===== config.mk =====
export PLATFORM = sky130hd
export DESIGN_NAME = alu_arbiter_flat
export DESIGN_NICKNAME = d
export VERILOG_FILES = /design/src/rtl/alu_arbiter_if.sv /design/src/rtl/alu_arbiter.sv /design/src/flat_wrapper.sv
export SDC_FILE = /design/constraint.sdc
export NUM_CORES = 1
export LEC_CHECK = 0
export CORE_UTILIZATION = 38
export DETAILED_ROUTE_END_ITERATION = 7
export GPL_TIMING_DRIVEN = 0
export PLACE_DENSITY = 0.77
export SYNTH_ARGS = -nofsm -noshare
export SYNTH_HDL_FRONTEND = slang
export SYNTH_SLANG_ARGS = --single-unit

===== constraint.sdc =====
create_clock -name clk -period 1.5 [get_ports clk]
set_input_delay 0.3 -clock clk [delete_from_list [all_inputs] [get_ports clk]]
set_output_delay 0.3 -clock clk [all_outputs]
set_load 0.01 [all_outputs]

===== src/rtl/alu_arbiter_if.sv =====
// Request/response, shared-ALU and completion-counter signals of the two-port ALU arbiter.
// The arbiter takes the slave view, requesters the master view, the ALU the alu view.
interface alu_arbiter_if;
  logic        req_valid_0, req_valid_1;
  logic        req_ready_0, req_ready_1;
  logic [2:0]  req_op_0, req_op_1;
  logic [15:0] req_a_0, req_a_1;
  logic [15:0] req_b_0, req_b_1;
  logic        rsp_valid_0, rsp_valid_1;
  logic        rsp_ready_0, rsp_ready_1;
  logic [15:0] rsp_data;
  logic        rsp_cout;
  logic [2:0]  alu_op;
  logic [15:0] alu_a, alu_b;
  logic [15:0] alu_y;
  logic        alu_cout;
  logic [15:0] done_cnt_0, done_cnt_1;

  modport slave (
    input  req_valid_0, req_valid_1, req_op_0, req_op_1,
           req_a_0, req_a_1, req_b_0, req_b_1,
           rsp_ready_0, rsp_ready_1, alu_y, alu_cout,
    output req_ready_0, req_ready_1, rsp_valid_0, rsp_valid_1,
           rsp_data, rsp_cout, alu_op, alu_a, alu_b,
           done_cnt_0, done_cnt_1
  );

  modport master (
    output req_valid_0, req_valid_1, req_op_0, req_op_1,
           req_a_0, req_a_1, req_b_0, req_b_1,
           rsp_ready_0, rsp_ready_1,
    input  req_ready_0, req_ready_1, rsp_valid_0, rsp_valid_1,
           rsp_data, rsp_cout, done_cnt_0, done_cnt_1
  );

  modport alu (
    input  alu_op, alu_a, alu_b,
    output alu_y, alu_cout
  );
endinterface


===== src/rtl/alu_arbiter.sv =====
// Round-robin arbiter lending one combinational ALU to two requesters: accept, one
// evaluate cycle, then hold the captured result until the owning port takes it.
module alu_arbiter (
  input  logic         clk,
  input  logic         rst_n,
  alu_arbiter_if.slave bus
);
  typedef enum logic [1:0] {IDLE = 2'd0, EXEC = 2'd1, DONE = 2'd2} state_t;

  state_t state, state_nxt;
  logic   owner, last, winner, accept, rsp_ack;

  // NOTE: every signal written in always_comb gets a default first, so no latch is inferred.
  always_comb begin
    winner = 1'b0;
    if (bus.req_valid_0 && bus.req_valid_1) winner = ~last;
    else if (bus.req_valid_1)               winner = 1'b1;
  end

  assign bus.req_ready_0 = (state == IDLE) && !winner && bus.req_valid_0;
  assign bus.req_ready_1 = (state == IDLE) &&  winner && bus.req_valid_1;
  assign accept          = bus.req_ready_0 || bus.req_ready_1;
  // Only the owner's rsp_ready can retire the response.
  assign rsp_ack = (state == DONE) && (owner ? bus.rsp_ready_1 : bus.rsp_ready_0);

  // NOTE: sequential state uses non-blocking assignments so every flop samples pre-edge values.
  always_ff @(posedge clk or negedge rst_n) begin
    if (!rst_n) state <= IDLE;
    else        state <= state_nxt;
  end

  always_comb begin
    state_nxt = state;
    unique case (state)
      IDLE:    if (accept)  state_nxt = EXEC;
      EXEC:                 state_nxt = DONE;
      DONE:    if (rsp_ack) state_nxt = IDLE;
      default:              state_nxt = IDLE;
    endcase
  end

  // Operand registers feed the ALU and only move on an accepted request.
  always_ff @(posedge clk or negedge rst_n) begin
    if (!rst_n) begin
      bus.alu_op <= 3'd0;
      bus.alu_a  <= 16'd0;
      bus.alu_b  <= 16'd0;
      owner      <= 1'b0;
    end else if (accept) begin
      bus.alu_op <= winner ? bus.req_op_1 : bus.req_op_0;
      bus.alu_a  <= winner ? bus.req_a_1  : bus.req_a_0;
      bus.alu_b  <= winner ? bus.req_b_1  : bus.req_b_0;
      owner      <= winner;
    end
  end

  // last resets to port 1 so port 0 wins the first contention.
  always_ff @(posedge clk or negedge rst_n) begin
    if (!rst_n) begin
      bus.rsp_data    <= 16'd0;
      bus.rsp_cout    <= 1'b0;
      bus.rsp_valid_0 <= 1'b0;
      bus.rsp_valid_1 <= 1'b0;
      bus.done_cnt_0  <= 16'd0;
      bus.done_cnt_1  <= 16'd0;
      last            <= 1'b1;
    end else if (state == EXEC) begin
      bus.rsp_data    <= bus.alu_y;
      bus.rsp_cout    <= bus.alu_cout;
      bus.rsp_valid_0 <= !owner;
      bus.rsp_valid_1 <= owner;
    end else if (rsp_ack) begin
      bus.rsp_valid_0 <= 1'b0;
      bus.rsp_valid_1 <= 1'b0;
      last            <= owner;
      if (owner) bus.done_cnt_1 <= bus.done_cnt_1 + 16'd1;
      else       bus.done_cnt_0 <= bus.done_cnt_0 + 16'd1;
    end
  end
endmodule

===== src/flat_wrapper.sv =====
// flat-port wrapper written by rule: the top's interface ports become plain ports
module alu_arbiter_flat 
  (clk, rst_n, bus_req_valid_0, bus_req_valid_1, bus_req_op_0, bus_req_op_1, bus_req_a_0, bus_req_a_1, bus_req_b_0, bus_req_b_1, bus_rsp_ready_0, bus_rsp_ready_1, bus_alu_y, bus_alu_cout, bus_req_ready_0, bus_req_ready_1, bus_rsp_valid_0, bus_rsp_valid_1, bus_rsp_data, bus_rsp_cout, bus_alu_op, bus_alu_a, bus_alu_b, bus_done_cnt_0, bus_done_cnt_1);
  alu_arbiter_if bus_i ();
  input  logic clk;
  input  logic rst_n;
  input wire logic [$bits(bus_i.req_valid_0)-1:0] bus_req_valid_0;
  input wire logic [$bits(bus_i.req_valid_1)-1:0] bus_req_valid_1;
  input wire logic [$bits(bus_i.req_op_0)-1:0] bus_req_op_0;
  input wire logic [$bits(bus_i.req_op_1)-1:0] bus_req_op_1;
  input wire logic [$bits(bus_i.req_a_0)-1:0] bus_req_a_0;
  input wire logic [$bits(bus_i.req_a_1)-1:0] bus_req_a_1;
  input wire logic [$bits(bus_i.req_b_0)-1:0] bus_req_b_0;
  input wire logic [$bits(bus_i.req_b_1)-1:0] bus_req_b_1;
  input wire logic [$bits(bus_i.rsp_ready_0)-1:0] bus_rsp_ready_0;
  input wire logic [$bits(bus_i.rsp_ready_1)-1:0] bus_rsp_ready_1;
  input wire logic [$bits(bus_i.alu_y)-1:0] bus_alu_y;
  input wire logic [$bits(bus_i.alu_cout)-1:0] bus_alu_cout;
  output wire logic [$bits(bus_i.req_ready_0)-1:0] bus_req_ready_0;
  output wire logic [$bits(bus_i.req_ready_1)-1:0] bus_req_ready_1;
  output wire logic [$bits(bus_i.rsp_valid_0)-1:0] bus_rsp_valid_0;
  output wire logic [$bits(bus_i.rsp_valid_1)-1:0] bus_rsp_valid_1;
  output wire logic [$bits(bus_i.rsp_data)-1:0] bus_rsp_data;
  output wire logic [$bits(bus_i.rsp_cout)-1:0] bus_rsp_cout;
  output wire logic [$bits(bus_i.alu_op)-1:0] bus_alu_op;
  output wire logic [$bits(bus_i.alu_a)-1:0] bus_alu_a;
  output wire logic [$bits(bus_i.alu_b)-1:0] bus_alu_b;
  output wire logic [$bits(bus_i.done_cnt_0)-1:0] bus_done_cnt_0;
  output wire logic [$bits(bus_i.done_cnt_1)-1:0] bus_done_cnt_1;
  assign bus_i.req_valid_0 = bus_req_valid_0;
  assign bus_i.req_valid_1 = bus_req_valid_1;
  assign bus_i.req_op_0 = bus_req_op_0;
  assign bus_i.req_op_1 = bus_req_op_1;
  assign bus_i.req_a_0 = bus_req_a_0;
  assign bus_i.req_a_1 = bus_req_a_1;
  assign bus_i.req_b_0 = bus_req_b_0;
  assign bus_i.req_b_1 = bus_req_b_1;
  assign bus_i.rsp_ready_0 = bus_rsp_ready_0;
  assign bus_i.rsp_ready_1 = bus_rsp_ready_1;
  assign bus_i.alu_y = bus_alu_y;
  assign bus_i.alu_cout = bus_alu_cout;
  assign bus_req_ready_0 = bus_i.req_ready_0;
  assign bus_req_ready_1 = bus_i.req_ready_1;
  assign bus_rsp_valid_0 = bus_i.rsp_valid_0;
  assign bus_rsp_valid_1 = bus_i.rsp_valid_1;
  assign bus_rsp_data = bus_i.rsp_data;
  assign bus_rsp_cout = bus_i.rsp_cout;
  assign bus_alu_op = bus_i.alu_op;
  assign bus_alu_a = bus_i.alu_a;
  assign bus_alu_b = bus_i.alu_b;
  assign bus_done_cnt_0 = bus_i.done_cnt_0;
  assign bus_done_cnt_1 = bus_i.done_cnt_1;
  alu_arbiter u_core (.clk(clk), .rst_n(rst_n), .bus(bus_i));
endmodule

# After elaboration in Yosys (flattened, before gate mapping)
# Index checks and enable logic that the tools add are counted.
# word_totals
ff_bits	90
latch_bits	0
ram_bits	0
romBits	0
input_bits	93
output_inout_bits	88
wordCells	48
mem_count	0
# op_classes
addsub	2
n_mul	0
div	0
order_cmp	0
eq_ne	4
n_shift	0
mux	12
n_bitwise	3
reduce_logical	15
# op_table
op	n
adder 16 x 1 -> 16 bit, second input constant	2
two-way mux 16 bit	2
logical AND 1 bit	6
two-way mux 1 bit	6
one-hot mux 2 bit (3 select lines)	1
AND reduction 3 bit	2
two-way mux 2 bit	2
inequality test 2 x 1 -> 1 bit, second input constant	2
AND reduction 2 bit	2
two-way mux 3 bit	1
NOT 1 bit	3
equality test 2 x 1 -> 1 bit, second input constant	1
equality test 2 bit, second input constant	1
zero test 1 bit	2
zero test 2 bit	1
nonzero test 2 bit	1
logical OR 1 bit	1

# Longest topological paths before layout
# Gate-level depths: netlist of run 1.
# depth
depth_word	8
depth_mapped	7
depth_no_buf	5

# Worst setup path after synthesis of run 1
# Ideal clock, no wire load.
# synth_path
kind	register to register
start	register u_core.owner
end	register u_core.bus.done_cnt_0[13] (netlist name)
arrival_time_ns	1.358
setup_slack_ns	0.016
path_stages_with_launch	7
synth_period_minus_slack_ns	1.484
path_cell_list	dfrtp_1 buf_4 nand4bb_1 buf_6 nor4_4 nand3_2 xnor2_1
# synth_via
elab_chain_cells	3
word_cells_on_any_way	4
cone_classes	mux: 1; bitwise: 1; reduce/logical: 2
# synth_rtl
element	line_no	text
start: declaration	alu_arbiter.sv:11	logic owner, last, winner, accept, rsp_ack;
start signal: assignment	alu_arbiter.sv:53	owner <= winner;
two-way mux 1 bit	alu_arbiter.sv:24	assign rsp_ack = (state == DONE) && (owner ? bus.rsp_ready_1 : bus.rsp_ready_0);
logical AND 1 bit	alu_arbiter.sv:24	
AND reduction 3 bit (no line) (*)	n/a	
end signal: assignment	alu_arbiter.sv:77	else bus.done_cnt_0 <= bus.done_cnt_0 + 16'd1;
end: declaration	alu_arbiter_if.sv:25	done_cnt_0, done_cnt_1
# Mark *: on every way between the ends. The rest lies on a longest branch, timed or not.
# A chain may end at the register's enable or synchronous reset.

# Worst setup path in the final report of run 1
# layout_path
start	register u_core.last
end	output bus_req_ready_0
# layout_via
elab_chain_cells	5
# layout_rtl
element	line_no	text
start: declaration	alu_arbiter.sv:11	
start signal: assignment	alu_arbiter.sv:75	last <= owner;
NOT 1 bit	alu_arbiter.sv:16	if (bus.req_valid_0 && bus.req_valid_1) winner = ~last;
two-way mux 1 bit	alu_arbiter.sv:16	
zero test 1 bit	alu_arbiter.sv:20	assign bus.req_ready_0 = (state == IDLE) && !winner && bus.req_valid_0;
logical AND 1 bit (2 in series)	alu_arbiter.sv:20	
end: declaration	flat_wrapper.sv:19	output wire logic [$bits(bus_i.req_ready_0)-1:0] bus_req_ready_0;
# No other way between the ends.

==> key figures, run 1 <==
Route
  • DRT Pass-1 Iters: 4
  • Initial DRC Count: 94
  • Post-Route WL: 10400 um
  • Final ANT Viol Nets: 0
  • Total number of vias: 3407
  • Drt drc: 0
  • Avg WL per Cell: 14.6 um
  • Vias/cell: 4.82

Die
  • Chip Width: 105 um
  • Die area: 11000 um2
  • Die H: 105 um
  • Io pins: 181
  • Initial Util: 39.1%
  • Core region area: 10300 um2
  • Core Rows: 37

Clock network
  • Max clock buf depth: 2
  • CTS tree: yes
  • H-tree depth: 3
  • Clock sink count: 90
  • Clk_lat worst skew: 0.35 ns
  • Cts bufs inserted: 9
  • CTS clk-pin slew, worst paths: 0.07 ns
  • Clock Tree Root: clkbuf_8

STA
  • Final Setup Violations: 6
  • Least-Margin Pin Slew: 0.553 ns
  • Final Critical Period: 1.61 ns
  • Final Cycle Share: 107%
  • Count of pins over their slew limit: 0
  • Final hold vios: 0
  • WHS: 0.375 ns
  • Final Skew: 0.00793 ns
  • Final worst slack: -0.109 ns
  • Worst slew margin: 63.1%
  • RSZ-0062 raised after global routing: yes
  • Max Freq: 622 MHz

Worst setup path
  • Worst Setup End Kind: output pin
  • Crit path cell chain: a21boi_4 > buf_12 > nor2_4 > buf_6
  • Startpoint types: register
  • Kind of cell adding the most delay to the critical path: flip-flops
  • Max stage delay on crit path: 0.56 ns
  • CP Depth: 4
  • CP Data Required Time: 1.20 ns
  • R2r worst-path depth: 5
  • Crit Path Max Fanout: 4
  • Setup CP Type: register to output pin
  • CP arrival: 1.31 ns
  • Worst path bufs/invs: 2
  • Slowest CP cell: dfstp_2

GRT
  • Largest net degree at the start of global routing: 50
  • Gr ovfl total: 0
  • GRT Util Overall: 19.7%
  • Antenna violations before repair: 0
  • First-pass GRT wire length: 17000 um
  • Vias in the first global route: 3518

Status
  • Status: complete, but fails checks
  • Violated checks: negative setup slack

Final layout
  • ANT cells: 0
  • Commonest non-fill, non-tap cell in the layout: clkdlybuf4s50_1
  • Share of cells above drive strength 1: 19.3%
  • Nets: 665
  • # fillers: 885
  • Post-Layout Inst Area: 6470 um2
  • Most frequent cells in the layout: clkdlybuf4s50_1 (89), dlygate4sd2_1 (86), dfrtp_1 (85)
  • P&R area growth vs syn: 60.9%
  • Sequential standard cell area: 2260 um2
  • Area of the multi-input gates: 1740 um2

Synthesis
  • Synth top area share: 55.4%
  • Ys flop type: dfrtp_1
  • Synthesized net count: 439
  • Mapped Area: 4020 um2
  • Post-synth EDFFs: 0
  • Post-synthesis register bit count: 90
  • Top area cells in the synthesized netlist: dfrtp_1 (55%), mux2i_1 (8.7%), mux2_2 (5.0%)
  • Avg Inst Size Synth: 11.7 um2
  • Synth area leader: dfrtp_1
  • Post-synthesis cell count: 344
  • Seq/Total Area, Yosys: 56.1%
  • Yosys warns: 0
  • Synth async-reset ratio: 100%
  • Post-synthesis cell type count: 41

Power
  • Static leakage: 0.00309 uW
  • Worst vdd ir: 0.799 mV
  • Cell Pwr Density: 1520 nW/um2

Run
  • Max-cap violations: 0

Hold path
  • Worst hold path type: primary input to register
  • Hold depth: 3

Placement
  • Hpwl dp: 7740 um
  • Area of placed instances: 6020 um2
  • Number of I/O port buffers: 180
  • Routability cong.: 0.731
-- routing by layer --
metal  up-vias  GRT usage [%]  share of wire (%)
met5         -              0                  0
met4         0           8.55                1.9
met3        15           4.30                5.7
met2       107           35.7                 53
met1      1650           22.2                 39
li1       1635              -                  -
-- synth_stat cells (2+ instances only) --
cell type  count
and2_1         2
buf_4          4
nor3_4         2
buf_2         10
nor2_1        47
ha_1           2
mux2_2        18
dfrtp_1       89
o21ai_0        3
a21oi_1       37
xor2_1         8
nor4_4         2
and3_1         6
nand4_1        9
nand3_1        5
xnor2_1       22
nand2_1       19
mux2i_1       35
clkbuf_1       2
-- layout make-up --
cell class / count / share of cell area [%]
flip-flops and latches: 90 / 34.9
repair buffers: 216 / 30.8
multi-input cells: 236 / 26.9
well taps: 136 / 2.63
plain buffers: 16 / 2.51
clock buffers: 11 / 2.19
clock inverters: 1 / 0.0774
inverters: 1 / 0.0580
-- sequential cells by signal (all words and copies together) (netlist names), 2 cells and up --
| name | count |
|---|---|
| u_core.bus.alu_a | 16 |
| u_core.bus.alu_b | 16 |
| u_core.bus.alu_op | 3 |
| u_core.bus.done_cnt_0 | 16 |
| u_core.bus.done_cnt_1 | 16 |
| u_core.bus.rsp_data | 16 |
| u_core.state | 2 |
-- power by group --
part / internal [uW] / total, uW / switching [uW] / leakage (uW)
logic: 2400 / 4630 / 2230 / 0.00193
clock network: 610 / 1380 / 768 / 0.0000770
registers: 3310 / 3800 / 487 / 0.00108
-- metrics by stage --
stage	setup slack (ns)	setup TNS, ns	utilization, %	total power (uW)	cells
6_report	-0.109	-0.249	62.9	9810	707
5_1_grt	-0.181	-0.877	62.9	10500	707
4_1_cts	-0.270	-0.497	61.4	9640	699
3_5_place_dp	-0.890	-21.07	58.5	8600	661
3_3_place_gp	-3.12	-298.46	58.3	8440	660
2_1_floorplan	0.0162	0	-	6040	344
-- tightest hold or removal path, delay by kind of cell --
family | cells | cell delay [ns]
buffers and inverters | 1 | 0.17
AND/OR/NAND/NOR | 1 | 0.11
AO/OA/AOI/OAI | 1 | 0.11
-- kinds of logic after synthesis --
kind of cell	Yosys count	synth area share, %
AND/OR/NAND/NOR	105	14.3
XOR/XNOR	30	6.54
adder cells (fa/ha/maj)	2	0.622
multiplexers	53	13.8
AO/OA/AOI/OAI	46	6.19
flip-flops	90	56.1
buffers and inverters	18	2.55
-- path summary, 6_finish.rpt --
check | from | to | slack (ns)
max in group asynchronous | rst_n | u_core.bus.alu_b[0]$_DFFE_PN0P_ | 0.40
worst min register to register | u_core.bus.done_cnt_1[15]$_DFFE_PN0P_ | u_core.bus.done_cnt_1[15]$_DFFE_PN0P_ | 0.47
worst max register to register | u_core.state[0]$_DFFE_PN0P_ | u_core.bus.done_cnt_1[11]$_DFFE_PN0P_ | -0.03
worst min-delay path | bus_req_valid_0 | u_core.owner$_DFFE_PN0P_ | 0.37
worst max-delay path | u_core.last$_DFFE_PN1P_ | bus_req_ready_0 | -0.11
min in group asynchronous | rst_n | u_core.bus.done_cnt_0[12]$_DFFE_PN0P_ | 0.48
-- what timing repair did --
action | CTS | global route
pin swaps | 7 | 16
setup endpoints to repair | 139 | 56
setup buffers | 25 | 8
resized for setup | 121 | 27
hold buffers | 1 | 0
endpoints found under the hold margin | 40 | 0
gates cloned | 0 | 1
Power figures use the tool's default switching activity.
==> inputs of run 2 (changes only) <==
--- a/config.mk
+++ b/config.mk
@@ -5,10 +5,10 @@
 export SDC_FILE = /design/constraint.sdc
 export NUM_CORES = 1
 export LEC_CHECK = 0
-export CORE_UTILIZATION = 38
+export CORE_UTILIZATION = 42
 export DETAILED_ROUTE_END_ITERATION = 7
 export GPL_TIMING_DRIVEN = 0
-export PLACE_DENSITY = 0.77
+export PLACE_DENSITY = 0.81
 export SYNTH_ARGS = -nofsm -noshare
 export SYNTH_HDL_FRONTEND = slang
 export SYNTH_SLANG_ARGS = --single-unit
==> constraint.sdc (replaced) <==
create_clock -name clk -period 1.58 [get_ports clk]
set_input_delay 0.316 -clock clk [delete_from_list [all_inputs] [get_ports clk]]
set_output_delay 0.316 -clock clk [all_outputs]
set_load 0.01 [all_outputs]
==> run 2 against run 1 <==
  * The run still ends with negative setup slack left
  * Power is 4.3% lower
  * Combinational power is 7.8% lower
  * Critical path depth stayed put
  * Sequential power is 4% lower
  * Non-clock buffer count is 7 lower
  * Die area is 9.3% lower
  * Sequential share of layout area is 0.14 points lower
  * Critical path type unchanged
  * Largest cell class unchanged
  * Highest routed layer unchanged
==> key figures, run 2 (synthesized netlist as in run 1, its figures left out) <==
Status
  • Status: complete, but fails checks
  • Violated checks: negative setup slack

Die
  • Die H: 99.8 um
  • Core Rows: 35
  • Core region area: 9240 um2
  • Initial Util: 43.5%
  • Chip Width: 99.8 um
  • Die area: 9970 um2
  • Io pins: 181

Clock network
  • CTS clk-pin slew, worst paths: 0.08 ns
  • Clock sink count: 90
  • Clk_lat worst skew: 0.34 ns
  • Max clock buf depth: 2
  • Cts bufs inserted: 9
  • CTS tree: yes
  • H-tree depth: 3
  • Clock Tree Root: clkbuf_8

Final layout
  • ANT cells: 0
  • Nets: 658
  • # fillers: 700
  • Post-Layout Cell Count: 697
  • Most frequent cells in the layout: clkdlybuf4s50_1 (93), dfrtp_1 (85), dlygate4sd2_1 (55)
  • P&R area growth vs syn: 61.5%
  • Area of the multi-input gates: 1710 um2
  • Sequential standard cell area: 2260 um2
  • Post-Layout Inst Area: 6490 um2
  • Share of cells above drive strength 1: 18.0%
  • Commonest non-fill, non-tap cell in the layout: clkdlybuf4s50_1

Power
  • Clk pwr share: 15.8%
  • Cell Pwr Density: 1450 nW/um2
  • Seq pwr share: 38.7%
  • Final Power: 9380 uW
  • Comb pwr share: 45.5%
  • Sw frac: 35.6%
  • Worst vdd ir: 0.771 mV
  • Pint: 6050 uW
  • Static leakage: 0.00330 uW
  • NetSw: 3340 uW

Placement
  • Routability cong.: 0.774
  • Hpwl dp: 7740 um
  • Area of placed instances: 6010 um2
  • Number of I/O port buffers: 180
  • Placed Instances: 654

Route
  • Vias/cell: 4.86
  • Total number of vias: 3384
  • Drt drc: 0
  • Avg WL per Cell: 15.1 um
  • Initial DRC Count: 62
  • Post-Route WL: 10500 um
  • DRT Pass-1 Iters: 4
  • Met3 wire length: 667 um
  • Max Used Layer: met4
  • WL met2: 5640 um
  • Wire length on met1: 4060 um
  • Final ANT Viol Nets: 0

GRT
  • GRT Util Overall: 21.5%
  • Vias in the first global route: 3561
  • Antenna violations before repair: 0
  • Gr ovfl total: 0
  • First-pass GRT wire length: 16700 um
  • Largest net degree at the start of global routing: 63

Hold path
  • Worst hold path type: primary input to register
  • Hold depth: 3

Worst setup path
  • Crit Path Max Fanout: 2
  • Worst Setup End Kind: output pin
  • Setup CP Type: register to output pin
  • CP arrival: 1.33 ns
  • CP Data Required Time: 1.26 ns
  • Startpoint types: register
  • R2r worst-path depth: 6

STA
  • Final Skew: 0.0129 ns
  • Final hold vios: 0
  • Final Setup Violations: 2
  • Final worst slack: -0.0621 ns
  • Final Critical Period: 1.64 ns
  • Least-Margin Pin Slew: 0.401 ns
  • Worst slew margin: 73.3%
  • Count of pins over their slew limit: 0
  • Max Freq: 609 MHz
  • RSZ-0062 raised after global routing: yes
  • Final Cycle Share: 104%

Run
  • Max-cap violations: 0
## run 2: cell type report
cell class | instances | area share (%)
flip-flops and latches | 90 | 34.8
inverters | 1 | 0.0578
plain buffers | 13 | 1.39
well taps | 129 | 2.49
multi-input cells | 236 | 26.3
clock inverters | 3 | 0.347
clock buffers | 13 | 2.60
repair buffers | 212 | 32.0
## run 2: layer usage
| layer | track usage (%) | vias to the layer above |
|---|---|---|
| li1 | - | 1621 |
| met1 | 24.2 | 1634 |
| met2 | 39.9 | 119 |
| met3 | 5.29 | 10 |
| met4 | 6.56 | 0 |
| met5 | 0 | - |
## run 2: repair_timing
action / CTS / global route
pin swaps: 2 / 8
endpoints found under the hold margin: 28 / 0
setup endpoints to repair: 98 / 77
hold buffers: 1 / 0
resized for setup: 78 / 52
setup buffers: 26 / 4
## run 2: power by group through the flow
stage | combinational (uW) | sequential [uW] | clock, uW
after floorplan | 1710 | 4020 | 0
after global placement | 4300 | 3690 | 0
after detailed placement | 4430 | 3720 | 0
after CTS | 4230 | 3630 | 1520
after global routing | 4650 | 3750 | 1630
final | 4270 | 3630 | 1480
## run 2: per-stage QoR
step	utilization, %	TNS (ns)	setup slack (ns)	hold WS [ns]
2_1_floorplan	-	0	0.0962	0.0204
3_3_place_gp	64.8	-284.71	-3.01	0.461
3_5_place_dp	65.0	-17.79	-0.846	0.272
4_1_cts	68.7	-0.498	-0.280	0.440
5_1_grt	70.3	-0.283	-0.105	0.433
6_report	70.3	-0.0856	-0.0621	0.431
## run 2: worst paths after layout
path	to	start	slack, ns
worst max-delay path	bus_req_ready_1	u_core.last$_DFFE_PN1P_	-0.06
worst min-delay path	u_core.owner$_DFFE_PN0P_	bus_req_valid_0	0.43
max in group asynchronous	u_core.last$_DFFE_PN1P_	rst_n	0.44
worst min register to register	u_core.bus.done_cnt_1[15]$_DFFE_PN0P_	u_core.bus.done_cnt_1[15]$_DFFE_PN0P_	0.47
worst max register to register	u_core.bus.done_cnt_0[5]$_DFFE_PN0P_	u_core.owner$_DFFE_PN0P_	0.07
min in group asynchronous	u_core.bus.done_cnt_0[11]$_DFFE_PN0P_	rst_n	0.44
## run 2: critical path: stages, from the launching register on
cell,delay (ns)
dfstp_2,0.56
a21boi_4,0.06
buf_6,0.12
and2_4,0.13
buf_6,0.12
